File: config.mk
export PLATFORM = sky130hd
export DESIGN_NAME = maq_regressiva
export DESIGN_NICKNAME = d
export VERILOG_FILES = /design/src/rtl/maq_regressiva.sv
export SDC_FILE = /design/constraint.sdc
export NUM_CORES = 1
export LEC_CHECK = 0
export CAP_MARGIN = 20
export CORE_MARGIN = 1
export CORE_UTILIZATION = 47
export DETAILED_ROUTE_END_ITERATION = 10
export PLACE_DENSITY = 0.87
export SYNTH_ARGS = -nofsm -noshare
export SYNTH_HDL_FRONTEND = slang
export SYNTH_SLANG_ARGS = --single-unit
export TNS_END_PERCENT = 100
File: constraint.sdc
create_clock -name clock -period 2.01 [get_ports clock]
set_input_delay 0.3015 -clock clock [delete_from_list [all_inputs] [get_ports clock]]
set_output_delay 0.3015 -clock clock [all_outputs]
set_load 0.01 [all_outputs]
File: src/rtl/maq_regressiva.sv
// MM:SS countdown timer with BCD digits, preset load with validity check,
// start/pause control and a latched alarm once the count reaches 00:00.
module maq_regressiva #(
  localparam int unsigned MSD_W = 3,
  localparam int unsigned LSD_W = 4
) (
  input  logic             clock,
  input  logic             reset,
  input  logic             enable1hz,
  input  logic             load,
  input  logic [MSD_W-1:0] preset_m_msd,
  input  logic [LSD_W-1:0] preset_m_lsd,
  input  logic [MSD_W-1:0] preset_s_msd,
  input  logic [LSD_W-1:0] preset_s_lsd,
  input  logic             start,
  input  logic             pause,
  output logic [MSD_W-1:0] bcd_m_msd,
  output logic [LSD_W-1:0] bcd_m_lsd,
  output logic [MSD_W-1:0] bcd_s_msd,
  output logic [LSD_W-1:0] bcd_s_lsd,
  output logic             running,
  output logic             fim,
  output logic             alarme,
  output logic             erro_preset
);

  typedef enum logic [1:0] {S_IDLE, S_RUN, S_PAUSE, S_DONE} state_t;

  state_t           state_q, state_d;
  logic [MSD_W-1:0] m_msd_q, m_msd_d, s_msd_q, s_msd_d;
  logic [LSD_W-1:0] m_lsd_q, m_lsd_d, s_lsd_q, s_lsd_d;
  logic             fim_q, fim_d, erro_q, erro_d, running_q, alarme_q;

  logic [MSD_W-1:0] dec_m_msd, dec_s_msd;
  logic [LSD_W-1:0] dec_m_lsd, dec_s_lsd;
  logic             dec_zero, count_zero, preset_ok;

  // One-second BCD decrement with borrow from seconds into minutes
  always_comb begin
    dec_m_msd = m_msd_q;
    dec_m_lsd = m_lsd_q;
    dec_s_msd = s_msd_q;
    dec_s_lsd = s_lsd_q - LSD_W'(1);
    if (s_lsd_q == LSD_W'(0)) begin
      dec_s_lsd = LSD_W'(9);
      if (s_msd_q != MSD_W'(0)) begin
        dec_s_msd = s_msd_q - MSD_W'(1);
      end else begin
        dec_s_msd = MSD_W'(5);
        if (m_lsd_q != LSD_W'(0)) begin
          dec_m_lsd = m_lsd_q - LSD_W'(1);
        end else begin
          dec_m_lsd = LSD_W'(9);
          dec_m_msd = m_msd_q - MSD_W'(1);
        end
      end
    end
    dec_zero = (dec_m_msd == MSD_W'(0)) && (dec_m_lsd == LSD_W'(0)) &&
               (dec_s_msd == MSD_W'(0)) && (dec_s_lsd == LSD_W'(0));
  end

  assign count_zero = (m_msd_q == MSD_W'(0)) && (m_lsd_q == LSD_W'(0)) &&
                      (s_msd_q == MSD_W'(0)) && (s_lsd_q == LSD_W'(0));
  assign preset_ok  = (preset_m_msd <= MSD_W'(5)) && (preset_m_lsd <= LSD_W'(9)) &&
                      (preset_s_msd <= MSD_W'(5)) && (preset_s_lsd <= LSD_W'(9));

  // Next state: the first input that actually acts this cycle wins
  always_comb begin
    state_d = state_q;
    m_msd_d = m_msd_q;
    m_lsd_d = m_lsd_q;
    s_msd_d = s_msd_q;
    s_lsd_d = s_lsd_q;
    fim_d   = 1'b0;
    erro_d  = 1'b0;
    if (load) begin
      if (preset_ok) begin
        state_d = S_IDLE;
        m_msd_d = preset_m_msd;
        m_lsd_d = preset_m_lsd;
        s_msd_d = preset_s_msd;
        s_lsd_d = preset_s_lsd;
      end else begin
        erro_d = 1'b1;
      end
    end else if (pause && (state_q == S_RUN || state_q == S_DONE)) begin
      if (state_q == S_RUN) begin
        state_d = S_PAUSE;
      end else begin
        state_d = S_IDLE;
        m_msd_d = MSD_W'(0);
        m_lsd_d = LSD_W'(0);
        s_msd_d = MSD_W'(0);
        s_lsd_d = LSD_W'(0);
      end
    end else if (start && (state_q == S_IDLE || state_q == S_PAUSE) && !count_zero) begin
      state_d = S_RUN;
    end else if (enable1hz && state_q == S_RUN) begin
      m_msd_d = dec_m_msd;
      m_lsd_d = dec_m_lsd;
      s_msd_d = dec_s_msd;
      s_lsd_d = dec_s_lsd;
      if (dec_zero) begin
        state_d = S_DONE;
        fim_d   = 1'b1;
      end
    end
  end

  always_ff @(posedge clock) begin
    if (reset) begin
      state_q   <= S_IDLE;
      m_msd_q   <= MSD_W'(0);
      m_lsd_q   <= LSD_W'(0);
      s_msd_q   <= MSD_W'(0);
      s_lsd_q   <= LSD_W'(0);
      fim_q     <= 1'b0;
      erro_q    <= 1'b0;
      running_q <= 1'b0;
      alarme_q  <= 1'b0;
    end else begin
      state_q   <= state_d;
      m_msd_q   <= m_msd_d;
      m_lsd_q   <= m_lsd_d;
      s_msd_q   <= s_msd_d;
      s_lsd_q   <= s_lsd_d;
      fim_q     <= fim_d;
      erro_q    <= erro_d;
      running_q <= (state_d == S_RUN);
      alarme_q  <= (state_d == S_DONE);
    end
  end

  assign bcd_m_msd   = m_msd_q;
  assign bcd_m_lsd   = m_lsd_q;
  assign bcd_s_msd   = s_msd_q;
  assign bcd_s_lsd   = s_lsd_q;
  assign running     = running_q;
  assign fim         = fim_q;
  assign alarme      = alarme_q;
  assign erro_preset = erro_q;

endmodule

==> impl_metrics.yaml <==
outcome:
  status: "completed"
clock_network:
  hold_buffers: 0
  cts_setup_buffers: 0
  cts-resized-gates: 0
  h-tree-depth: 1
  cts_sinks: 20
  cts.reportedPaths.clkPinSlew_ps: 120
  cts_root_buffer: "clkbuf_4"
  cts_tree: "done"
  cts_made_buffers: 3
  clock_latency_ps: 300
  clock_path_buffers: 2
power:
  power_density_nw_per_um2: 630.0
  total_power_mw: 1.097
  leakagePower_nw: 0.5999
  vdd_drop_max_mv: 0.4289
sta:
  rsz0062_at_grt: "no"
  period_share_pct: 92.78
  relSlewSlack_pct: 55.43
  maxClockFrequency_mhz: 536.3
  fin_skew_ps: 1.034
  hold_viol: 0
  finalMaxSlewViolations: 0
  setup_viol: 0
  min_period_ps: 1865
  final.setup.worst_slack_ps: 145.2
  setup_tns_ps: 0
  worstMarginPinSlew_ps: 666.0
routing:
  wirelength_mm: 3.848
  antenna_left: 0
  viasPerCell: 6.390
  drt-initial-drc-count: 93
  drc: 0
  vias: 1476
  firstDrtPassIters: 5
  routedWlPerCell_um: 16.66
global_routing:
  antenna_found_initial: 0
  overflow: 0
  grt_pass1_wl_mm: 5.878
  grtUsageTotal_pct: 27.69
  grt_pass1_vias: 1322
  grt_max_degree: 18
floorplan:
  core_area_um2: 2522
  num_rows: 18
  die_h_um: 54.16
  ios: 38
  fp.dieArea_um2: 2933
  fp.dieW_um: 54.16
  start_util_pct: 50.69
logic_synthesis:
  syn_avg_cell_area_um2: 7.845
  synth_seq_cells: 20
  async_flop_share_pct: 0
  synth_area_um2: 1279
  synth_top_area_share_pct: 31.31
  ys_seq_area_share_pct: 31.31
  synthFlopType: "dfxtp_1"
  synth_cells: 163
  yosys-top-cells-area: "dfxtp_1 31%, a21oi_1 6.7%, nor2_1 5.6%"
  synthDistinctLibCells: 50
  yosysTopAreaCell: "dfxtp_1"
  synth_edf_count: 0
  yosys_warnings: 0
  syn_nets: 185
place:
  io_buffers: 37
  dp_hpwl_mm: 2.858
  routabilityCongestion: 0.9833
  dpl_worst_slack_ps: -72.91
worst_setup_path:
  cp_common_cell: "a21oi_1"
  max_stage_delay_ps: 600
  path_class: "in2reg"
  worstSetupEndpointType: "flop"
  cp_slowest_cell: "a2bb2oi_1"
  crit_family: "compound AO/OA/AOI/OAI gates"
  worstSetupStartpointType: "input pin"
  crit_chain: "clkdlybuf4s50_1 > nor3b_1 > a21oi_1 > a2bb2oi_1 > o21ai_0 > a21oi_1"
  arrival_ps: 2110
  path_max_fanout: 5
  crit_required_ps: 2250
  cp_num_buf_inv: 1
finish:
  drive_gt1_share_pct: 10.95
  num_antenna_cells: 0
  layout_commonest_cell: "clkdlybuf4s50_1"
  final_cell_mix: "37 x clkdlybuf4s50_1, 20 x dfxtp_1, 19 x nor2_1"
  syn2layout_area_growth_pct: 36.11
  nets: 224
job:
  drv_cap: 0
min_path:
  min_path_type: "reg2reg"
-- cells by family after synthesis --
family	synth area share, %
AND/OR/NAND/NOR	27.01
AO/OA/AOI/OAI	31.12
buffers and inverters	7.926
flip-flops	31.31
adder cells (fa/ha/maj)	1.957
XOR/XNOR	0.6851
-- power breakdown --
group          switching, mW  internal (mW)
combinational          0.200          0.193
clock                  0.127          0.110
sequential            0.0437          0.422
-- per-layer routing --
layer	part of all wire (%)	track usage (%)	routed length [um]
met1	40	32.49	1544
met5	0	0	0
met2	49	49.19	1870
met3	9.5	4.802	364
met4	1.8	10.68	68
-- Yosys cell counts (all sizes together), types with 2 or more instances --
master,instances
dfxtp,20
nor2,19
a21oi,17
nand2,13
o21ai,11
clkbuf,9
nor3,8
inv,6
a211oi,5
buf,5
a311oi,4
nand4,4
nor4,4
a221oi,3
a31oi,3
a2111oi,2
a32o,2
ha,2
nor4b,2
o2bb2ai,2
o31ai,2
or4,2
-- path summary, 6_finish.rpt --
kind                            slack [ps]  depth (start not counted)      endpoint          from
worst min register to register         570                          2  bcd_m_msd[0]  bcd_m_msd[0]
worst max register to register         180                          5  bcd_m_lsd[2]  bcd_s_lsd[2]
worst min-delay path                   570                          2  bcd_m_msd[0]  bcd_m_msd[0]
worst max-delay path                   150                          6  bcd_s_msd[0]         pause
-- registers in the layout (all words and copies together), names as in the netlist --
name / count
bcd_m_lsd: 4
bcd_s_lsd: 4
bcd_m_msd: 3
bcd_s_msd: 3
state_q: 2
alarme: 1
erro_preset: 1
fim: 1
running: 1
-- worst register-to-register path, delay by kind of cell (launching register included) --
kind             cells  cell delay, ps
AO/OA/AOI/OAI        3             640
flip-flops           1             420
AND/OR/NAND/NOR      2             670
-- final cells by class --
class / instances / area [um2]
well taps: 30 / 37.54
multi-input cells: 123 / 778.2
flip-flops and latches: 20 / 400.4
clock buffers: 4 / 36.28
inverters: 6 / 22.52
fillers: 221 / 782.0
repair buffers: 48 / 465.4
-- per-stage QoR --
stage               utilization (%)  instance area, um2  hold slack (ps)  cells
floorplan                         -                1279            469.1    163
global placement              67.51                1703            534.4    227
detailed placement            67.51                1703            557.9    227
CTS                           68.95                1739            577.2    231
global route                  69.00                1740            625.7    231
finish                        69.00                1740            568.4    231
Note: power is estimated with default switching activity, not from simulation.
